[config.mk]
export PLATFORM = sky130hd
export DESIGN_NAME = cam_std_monitor
export DESIGN_NICKNAME = d
export VERILOG_FILES = /design/src/rtl/cam_std_monitor.sv
export SDC_FILE = /design/constraint.sdc
export NUM_CORES = 1
export LEC_CHECK = 0
export CAP_MARGIN = 20
export CORE_AREA = 2 2 82 142
export DETAILED_ROUTE_END_ITERATION = 16
export DIE_AREA = 0 0 84 144
export PLACE_DENSITY = 0.77
export SLEW_MARGIN = 30
export SYNTH_ARGS = -nofsm -noshare
export SYNTH_HDL_FRONTEND = slang
export SYNTH_SLANG_ARGS = --single-unit
[constraint.sdc]
create_clock -name cam1_pclk -period 8.9 [get_ports cam1_pclk]
set_clock_uncertainty 0.05 [all_clocks]
set_input_delay 1.78 -clock cam1_pclk [delete_from_list [all_inputs] [get_ports cam1_pclk]]
set_output_delay 1.78 -clock cam1_pclk [all_outputs]
set_load 0.05 [all_outputs]
[src/rtl/cam_std_monitor.sv]
// cam_std_monitor
//   Measures TVP5150 video timing in the camera pixel-clock domain and
//   publishes stable per-field diagnostics: active luma samples of the last
//   complete line, complete lines per field, PAL/NTSC class, lock state,
//   lock-loss count and a missing-field watchdog.
//
//   Optional build macro: CAM_STD_MON_WATCHDOG_EN
//     defined   -> watchdog counter built; a field-less interval of
//                  TIMEOUT_CLKS cycles raises timeout_flag and drops lock.
//     undefined -> no watchdog; timeout_flag is constant 0.
//
// Ports
//   cam1_pclk         in   pixel clock
//   cam_resetn        in   asynchronous active-low reset
//   line_valid        in   active-line qualifier
//   y_valid           in   luma sample strobe
//   field_toggle      in   toggles once per field
//   samples_per_line  out  [10:0] samples of last complete line of prev field
//   lines_per_field   out  [9:0]  complete lines in previous field
//   std_code          out  [1:0]  0 unknown, 1 NTSC, 2 PAL
//   locked            out  lock state machine is in LOCKED
//   lock_loss_cnt     out  [15:0] LOCKED->SEARCH transitions, saturating
//   timeout_flag      out  sticky until the next field edge
//   new_field         out  one-cycle pulse when the outputs are updated
module cam_std_monitor #(
  parameter int LINE_TOL     = 2,
  parameter int SAMP_TOL     = 4,
  parameter int LOCK_FIELDS  = 8,    // up to 256
  parameter int MISS_FIELDS  = 3,    // up to 256
  parameter int TIMEOUT_CLKS = 1350000
) (
  input  logic        cam1_pclk,
  input  logic        cam_resetn,
  input  logic        line_valid,
  input  logic        y_valid,
  input  logic        field_toggle,
  output logic [10:0] samples_per_line,
  output logic [9:0]  lines_per_field,
  output logic [1:0]  std_code,
  output logic        locked,
  output logic [15:0] lock_loss_cnt,
  output logic        timeout_flag,
  output logic        new_field
);
  typedef enum logic {SEARCH = 1'b0, LOCKED = 1'b1} state_t;

  localparam logic [11:0] LTOL      = 12'(LINE_TOL);
  localparam logic [11:0] STOL      = 12'(SAMP_TOL);
  localparam logic [7:0]  LOCK_LAST = 8'(LOCK_FIELDS - 1);
  localparam logic [7:0]  MISS_LAST = 8'(MISS_FIELDS - 1);

  state_t      state;
  logic        ft_d, lv_d, seen_field;
  logic        fe, le, match, wd_hit;
  logic [10:0] scnt, scnt_inc, last_line_samp, samp_now;
  logic [9:0]  lcnt, lines_now;
  logic [7:0]  match_cnt, miss_cnt;
  logic [11:0] dlines, dsamp, alines, asamp;
  logic [1:0]  std_next;

  assign fe = field_toggle ^ ft_d;
  assign le = lv_d & ~line_valid;

  // Sample count including this cycle's strobe, saturating at 2047.
  assign scnt_inc = (line_valid && y_valid && scnt != 11'h7FF) ? scnt + 11'd1 : scnt;

  // A line ending in the field-edge cycle belongs to the ending field.
  assign samp_now  = le ? scnt_inc : last_line_samp;
  assign lines_now = (le && lcnt != 10'h3FF) ? lcnt + 10'd1 : lcnt;

  // 12-bit signed differences cannot wrap for 10/11-bit operands.
  assign dlines = {2'b00, lines_now} - {2'b00, lines_per_field};
  assign dsamp  = {1'b0, samp_now} - {1'b0, samples_per_line};
  assign alines = dlines[11] ? -dlines : dlines;
  assign asamp  = dsamp[11] ? -dsamp : dsamp;

  // The first field after reset has nothing real to compare against.
  assign match = seen_field && (alines <= LTOL) && (asamp <= STOL);

  always_comb begin
    std_next = 2'd0;
    if (lines_now >= 10'd235 && lines_now <= 10'd250)      std_next = 2'd1;
    else if (lines_now >= 10'd280 && lines_now <= 10'd295) std_next = 2'd2;
  end

  assign locked = (state == LOCKED);

`ifdef CAM_STD_MON_WATCHDOG_EN
  localparam int             WW      = $clog2(TIMEOUT_CLKS + 1);
  localparam logic [WW-1:0] WD_MAX  = WW'(TIMEOUT_CLKS);
  localparam logic [WW-1:0] WD_LAST = WW'(TIMEOUT_CLKS - 1);
  logic [WW-1:0] wd_cnt;

  // Fires only on the step into saturation, so once per idle episode.
  assign wd_hit = !fe && (wd_cnt == WD_LAST);

  always_ff @(posedge cam1_pclk or negedge cam_resetn)
    if (!cam_resetn)          wd_cnt <= '0;
    else if (fe)              wd_cnt <= '0;
    else if (wd_cnt != WD_MAX) wd_cnt <= wd_cnt + 1'b1;
`else
  assign wd_hit = 1'b0;
`endif

  // Line / sample measurement.
  always_ff @(posedge cam1_pclk or negedge cam_resetn)
    if (!cam_resetn) begin
      ft_d           <= 1'b0;
      lv_d           <= 1'b0;
      scnt           <= '0;
      last_line_samp <= '0;
      lcnt           <= '0;
      new_field      <= 1'b0;
    end else begin
      ft_d      <= field_toggle;
      lv_d      <= line_valid;
      new_field <= fe;
      if (le) begin
        scnt           <= '0;
        last_line_samp <= scnt_inc;
      end else begin
        scnt <= scnt_inc;
      end
      // An open line at the edge is counted when it ends, in the new field.
      if (fe)                       lcnt <= '0;
      else if (le && lcnt != 10'h3FF) lcnt <= lcnt + 10'd1;
    end

  // Field latch, lock state machine and watchdog reaction.
  always_ff @(posedge cam1_pclk or negedge cam_resetn)
    if (!cam_resetn) begin
      state            <= SEARCH;
      match_cnt        <= '0;
      miss_cnt         <= '0;
      seen_field       <= 1'b0;
      samples_per_line <= '0;
      lines_per_field  <= '0;
      std_code         <= '0;
      lock_loss_cnt    <= '0;
      timeout_flag     <= 1'b0;
    end else if (fe) begin
      samples_per_line <= samp_now;
      lines_per_field  <= lines_now;
      std_code         <= std_next;
      seen_field       <= 1'b1;
      timeout_flag     <= 1'b0;
      case (state)
        SEARCH:
          if (!match) match_cnt <= '0;
          else if (match_cnt == LOCK_LAST) begin
            state     <= LOCKED;
            match_cnt <= '0;
          end else match_cnt <= match_cnt + 8'd1;
        LOCKED:
          if (match) miss_cnt <= '0;
          else if (miss_cnt == MISS_LAST) begin
            state    <= SEARCH;
            miss_cnt <= '0;
            if (lock_loss_cnt != 16'hFFFF) lock_loss_cnt <= lock_loss_cnt + 16'd1;
          end else miss_cnt <= miss_cnt + 8'd1;
        default: state <= SEARCH;
      endcase
    end else if (wd_hit) begin
      timeout_flag     <= 1'b1;
      state            <= SEARCH;
      match_cnt        <= '0;
      miss_cnt         <= '0;
      samples_per_line <= '0;
      lines_per_field  <= '0;
      std_code         <= '0;
      if (state == LOCKED && lock_loss_cnt != 16'hFFFF)
        lock_loss_cnt <= lock_loss_cnt + 16'd1;
    end
endmodule

==> results of run 1 <==
[sequential cells by signal (all words and copies together) (netlist names), 2 cells and up]
name / cells
lines_per_field: 10
last_line_samp: 11
samples_per_line: 11
miss_cnt: 8
lock_loss_cnt: 16
lcnt: 10
std_code: 2
scnt: 11
match_cnt: 8
[final timing paths]
check / end / slack (ns) / depth (start not counted)
max: miss_cnt[2]$_DFFE_PN0P_ / 1.65 / 16
min: seen_field$_DFFE_PN0N_ / 0.43 / 1
max reg2reg: miss_cnt[2]$_DFFE_PN0P_ / 2.87 / 20
min reg2reg: seen_field$_DFFE_PN0N_ / 0.43 / 1
max in group asynchronous: miss_cnt[7]$_DFFE_PN0P_ / 6.62 / 2
min in group asynchronous: lock_loss_cnt[9]$_DFFE_PN0P_ / 1.25 / 1
[critical path: stages]
cell,delay [ns]
clkdlybuf4s50_1,0.54
nand2b_1,0.54
mux2i_1,0.27
ha_1,0.27
fa_1,0.43
nor2b_1,0.38
o21ai_1,0.16
and3_1,0.21
o311ai_0,0.55
nor2_1,0.15
a32o_1,0.28
or4_1,0.56
nor4_4,0.69
buf_4,0.27
nor4b_1,0.06
a211o_1,0.26
[synth_stat cells, drive strengths merged, types with 3 or more instances]
cell type,number
nand2,67
and3,9
nor2b,7
nor4b,3
nor3,17
a21o,9
nor3b,3
o22ai,3
buf,10
a21boi,3
xor2,30
a211o,3
nand3,21
mux2i,5
mux2,8
or3,8
xnor2,24
nor2,76
ha,27
or2,8
dfrtp,92
and2,9
o31ai,4
nor4,6
o21a,6
a21oi,46
o2111ai,4
a31oi,10
nand4,10
clkbuf,11
o21ai,29
a2111oi,3
nand2b,10
a211oi,4
o41ai,6
o211ai,6
inv,43
[cell families (layout without fill, tap and decap cells)]
| kind of cell | after synthesis | count (layout) | share of synthesized area, % |
|---|---|---|---|
| xor gates and xnor gates | 54 | 54 | 8.153 |
| AOI/OAI and AO/OA | 156 | 156 | 18.20 |
| adders and majority gates | 29 | 29 | 6.412 |
| muxes | 13 | 13 | 2.378 |
| other | 1 | 1 | 0.06363 |
| DFF | 92 | 92 | 39.07 |
| buffers and inverters | 64 | 110 | 4.331 |
| and+or+nand+nor | 261 | 261 | 21.40 |
[power groups by stage]
stage | Sequential (µW) | Combinational, µW | Clock [µW]
floorplan | 496 | 276 | 0
global placement | 460 | 419 | 0
detailed placement | 461 | 429 | 0
CTS | 453 | 432 | 416
global route | 456 | 477 | 433
finish | 453 | 442 | 411
[layout make-up]
class | count | area, µm² | area share (%)
clock buffers | 9 | 225.2 | 3.312
repair buffers | 51 | 496.7 | 7.306
inverters | 43 | 161.4 | 2.374
well taps | 132 | 165.2 | 2.429
clock inverters | 7 | 98.84 | 1.454
multi-input cells | 514 | 3349 | 49.26
flip-flops and latches | 92 | 2302 | 33.86
[through the flow]
| stage | area (µm²) | utilization [%] | hold slack [ns] |
|---|---|---|---|
| after floorplan | 5893 | - | 0.3837 |
| after global placement | 6466 | 58.57 | 0.4098 |
| after detailed placement | 6466 | 58.57 | 0.4185 |
| after CTS | 6790 | 61.51 | 0.4370 |
| after global routing | 6799 | 61.59 | 0.4632 |
| final | 6799 | 61.59 | 0.4304 |
[per-layer routing]
layer  GRT usage, %  vias to the layer above  wire length (µm)
met3          3.995                       42               448
met1          26.19                     2433              5446
met5              0                        -                 0
li1               -                     2446                 -
met2          45.64                      126              7721
met4          12.73                        0               497
==> out/metrics.yaml, run 1 <==
status: "complete, no violations"
yosys.area.top_type_share_pct: 39.07
insertion_delay_ns: 0.35
setup_violations: 0
synthesis.nets: 704
ys_seq_area_share_pct: 39.07
slew_viol_final: 0
min_period_ns: 7.249
nFillCells: 929
cp-end-kind: "flop"
syn_area_per_cell_um2: 8.796
max-cap-violations: 0
r2r_start: "scnt[0]$_DFF_PN0_"
post-place-cells: 832
cts_sinks: 92
grt.total_usage_pct: 24.42
yosysTopAreaCell: "dfrtp_1"
power_density_mw_per_mm2: 192.0
hp-start: "seen_field$_DFFE_PN0N_"
vias: 5047
power.leakage_uw: 0.003197
cp_data_required_time_ns: 9.08
p_seq_share_pct: 34.7
fp.dieW_um: 84
net-switching-power_uw: 464.4
path_max_fanout: 18
power_frac_comb_pct: 33.9
crit_arrival_ns: 7.43
ioPinCount: 47
num_rows: 51
rsz0062_at_grt: "false"
max_slew_margin_pct: 36.11
intPower_uw: 841.3
cts_repair_resize_count: 0
layout_common_cells: "dfrtp_1, nor2_1, nand2_1, a21oi_1, clkdlybuf4s50_1"
drive_gt1_share_pct: 7.402
start_util_pct: 53.38
ys.flop_type: "dfrtp_1"
crit_start: "line_valid"
dieHeight_um: 144
vias_per_cell: 5.952
ctsRootBufferMaster: "clkbuf_16"
fp.coreArea_mm2: 0.01104
holdBufCountCts: 0
cts_buffers: 9
max_freq_mhz: 138.0
routed_wl_um: 14110
synth_edf_count: 0
finalNonFillerCells: 848
worstSetupPathType: "in2reg"
synth-async-reset-ratio_pct: 100.0
overflow: 0
grt_pass1_wl_um: 23730
cp-start-kind: "input pin"
port_buffers: 45
globalplace.congestion: 0.8885
antenna_found_initial: 0
ant_nets: 0
synth_warnings: 0
grt_pass1_vias: 5182
p_sw_share_pct: 35.57
netlist_instances: 670
drt_iter0_markers: 360
wl_per_cell_um: 16.64
finalCritPeriodShare_pct: 81.45
peakVddDrop_uv: 160.0
mostFrequentLayoutCell: "dfrtp_1"
hpwl_um: 10500
timing.final.ws_setup_ns: 1.651
fin_setup_tns_ns: 0
worstMarginPinSlew_ns: 0.9463
nets: 745
synth.cell_area_mm2: 0.005893
cts_tree: "done"
post-cts-setup-buffers: 0
antenna_cells: 0
area_growth_syn_to_layout_pct: 15.37
drtPass1Iterations: 5
power_uw: 1306
hold_class: "reg2reg"
grt_max_degree: 74
hold_viol: 0
pre_cts_ws_ns: 1.343
synthTopCellsByArea: "dfrtp_1, ha_1, nor2_1, xor2_1, nand2_1"
clkPwrFrac_pct: 31.4
clk_path_buf_depth: 2
cts_htree_levels: 3
clk_pin_slew_ns: 0.06
ys_types: 74
drc: 0
synth_seq_cells: 92
dieArea_mm2: 0.01210
Power figures use the tool's default switching activity.
==> inputs of run 2 (changes only) <==
CORE_AREA = 2 2 83 145   (was 2 2 82 142)
DIE_AREA = 0 0 85 147   (was 0 0 84 144)
clock period = 6.45 ns   (was 8.9 ns; I/O delays follow)
==> run 2 against run 1 <==
  * Non-clock buffer count rose by 19
  * Register-to-register slack got worse by 1.9 ns
  * Combinational power is 40% higher
  * First-iteration DRC count is 1.4% lower
  * Design area grew 1.7%
  * Core utilization decreased by 0.86 points
  * Largest cell class unchanged
==> out/metrics.yaml, run 2 (synthesis gave the netlist of run 1 again) <==
hold_viol: 0  # unchanged
peakVddDrop_uv: 143.5  # -10%
nFillCells: 958  # +3.1%
overflow: 0  # unchanged
post-cts-setup-buffers: 0  # unchanged
cts_buffers: 9  # unchanged
min_period_ns: 6.146
cp-end-kind: "flop"
finalCritPeriodShare_pct: 95.29
power_uw: 1751  # +34%
grtUsageMet2_pct: 42.62  # -3.0 points
dieArea_mm2: 0.01250  # +3.3%
insertion_delay_ns: 0.35  # about the same
grt_max_degree: 52  # -30%
hold_class: "reg2reg"
clkPwrFrac_pct: 29.0  # -2.4 points
regArea_mm2: 0.002302  # unchanged
cts_htree_levels: 3  # unchanged
power.leakage_uw: 0.003268  # +2.2%
status: "complete, no violations"
fp.dieW_um: 85  # +1.2%
start_util_pct: 51.76  # -1.6 points
mostFrequentLayoutCell: "dfrtp_1"
fp.coreArea_mm2: 0.01139  # +3.1%
routed_wl_um: 13890  # -1.6%
worstMarginPinSlew_ns: 0.7589  # -0.1874 ns
largest_reg_flops: 16  # unchanged
wl_per_cell_um: 15.96  # -4.1%
area_growth_syn_to_layout_pct: 17.32
path_max_fanout: 30  # +12
regMostFlops: "lock_loss_cnt"
holdBufCountCts: 0  # unchanged
max_slew_margin_pct: 48.76  # +13 points
cts_sinks: 92  # unchanged
cts_tree: "done"
setup_violations: 0  # unchanged
multi_input_area_mm2: 0.003344  # -0.15%
port_buffers: 45  # unchanged
ioPinCount: 47  # unchanged
dieHeight_um: 147  # +2.1%
cp-start-kind: "input pin"
max-cap-violations: 0  # unchanged
layout_common_cells: "dfrtp_1, nor2_1, nand2_1, a21oi_1, clkdlybuf4s50_1"
rsz0062_at_grt: "false"
worstSetupPathType: "in2reg"
vias_per_cell: 5.817  # -2.3%
power_density_mw_per_mm2: 253.2  # +32%
grt.total_usage_pct: 23.06  # -1.4 points
power_frac_comb_pct: 35.2  # +1.3 points
vias: 5061  # +0.28%
p_sw_share_pct: 36.76  # +1.2 points
nets: 764  # +2.6%
cp_data_required_time_ns: 6.65  # -2.43 ns
grt_pass1_vias: 5120  # -1.2%
drc: 0  # unchanged
ant_nets: 0  # unchanged
p_seq_share_pct: 35.7  # +1.0 points
grt_pass1_wl_um: 23470  # -1.1%
clk_pin_slew_ns: 0.08  # +0.02 ns
drtPass1Iterations: 7  # +2
hpwl_um: 10490  # about the same
drive_gt1_share_pct: 9.660  # +2.3 points
max_freq_mhz: 162.7
net-switching-power_uw: 643.6  # +39%
globalplace.congestion: 1.014  # +14%
ctsRootBufferMaster: "clkbuf_16"
clk_path_buf_depth: 2  # unchanged
drt_iter0_markers: 355  # -1.4%
antenna_cells: 0  # unchanged
cts_repair_resize_count: 0  # unchanged
grt-busiest-layer: "met2"
use_met3_pct: 2.921  # -1.1 points
fin_setup_tns_ns: 0  # unchanged
slew_viol_final: 0  # unchanged
num_rows: 52  # +2.0%
crit_arrival_ns: 6.35  # -1.08 ns
grtUsageMet1_pct: 26.36  # +0.17 points
antenna_found_initial: 0  # unchanged
intPower_uw: 1107  # +32%
[run 2: cell types whose count changed in the layout (fill, tap and decap cells not counted), sizes merged]
cell and delta:
buf +19, clkinvlp +1, clkinv -3, inv +4, bufinv -2
[run 2: worst paths after layout]
| path | startpoint | to | slack [ns] | cells past startpoint |
|---|---|---|---|---|
| setup / recovery | line_valid | match_cnt[6]$_DFFE_PN0P_ | 0.30 | 19 |
| hold / removal | seen_field$_DFFE_PN0N_ | seen_field$_DFFE_PN0N_ | 0.43 | 1 |
| setup reg to reg | scnt[0]$_DFF_PN0_ | match_cnt[6]$_DFFE_PN0P_ | 0.97 | 20 |
| hold reg to reg | seen_field$_DFFE_PN0N_ | seen_field$_DFFE_PN0N_ | 0.43 | 1 |
| max in group asynchronous | cam_resetn | samples_per_line[2]$_DFFE_PN0N_ | 4.42 | 2 |
| min in group asynchronous | cam_resetn | lock_loss_cnt[8]$_DFFE_PN0P_ | 0.86 | 1 |
[run 2: final cells by class]
class / instances / share of cell area, %
clock buffers: 9 / 3.257
clock inverters: 7 / 0.9229
inverters: 43 / 2.334
multi-input cells: 514 / 48.37
flip-flops and latches: 92 / 33.30
well taps: 135 / 2.443
repair buffers: 70 / 9.374
[run 2: worst max-delay path, stage by stage]
cell	delay, ns
clkdlybuf4s50_1	0.57
nand2_1	0.07
a21oi_1	0.21
and3_1	0.23
nand4_1	0.14
xor2_1	0.23
o21ai_0	0.14
ha_1	0.48
nand3_1	0.18
a2111oi_2	0.36
nor3_1	0.16
xor2_1	0.20
and3_1	0.23
a32o_1	0.24
or4_1	0.55
nor4_4	0.39
buf_12	0.23
o31ai_4	0.14
o41ai_2	0.29
[run 2: per-stage QoR]
stage	std cells	util, %	hold slack (ns)	instance area (µm²)	setup slack (ns)
5_1_grt	870	60.73	0.4459	6914	0.01336
6_report	870	60.73	0.4274	6914	0.3036
3_3_place_gp	854	58.19	0.4017	6625	0.08917
2_1_floorplan	670	-	0.3837	5893	0.9153
4_1_cts	870	60.73	0.4304	6914	0.3115
3_5_place_dp	854	58.19	0.4133	6625	-0.06290
[run 2: power by group through the flow]
stage | combinational (µW) | sequential [µW] | clock, µW
after detailed placement | 612 | 637 | 0
final | 617 | 626 | 508
after global routing | 675 | 629 | 541
after CTS | 615 | 626 | 519
after global placement | 599 | 636 | 0
after floorplan | 380 | 685 | 0
[run 2: layer usage]
layer / part of all wire [%] / vias up
met4: 2.1 / 0
met2: 55 / 86
li1: - / 2480
met3: 2.4 / 18
met1: 40 / 2477
met5: 0 / -
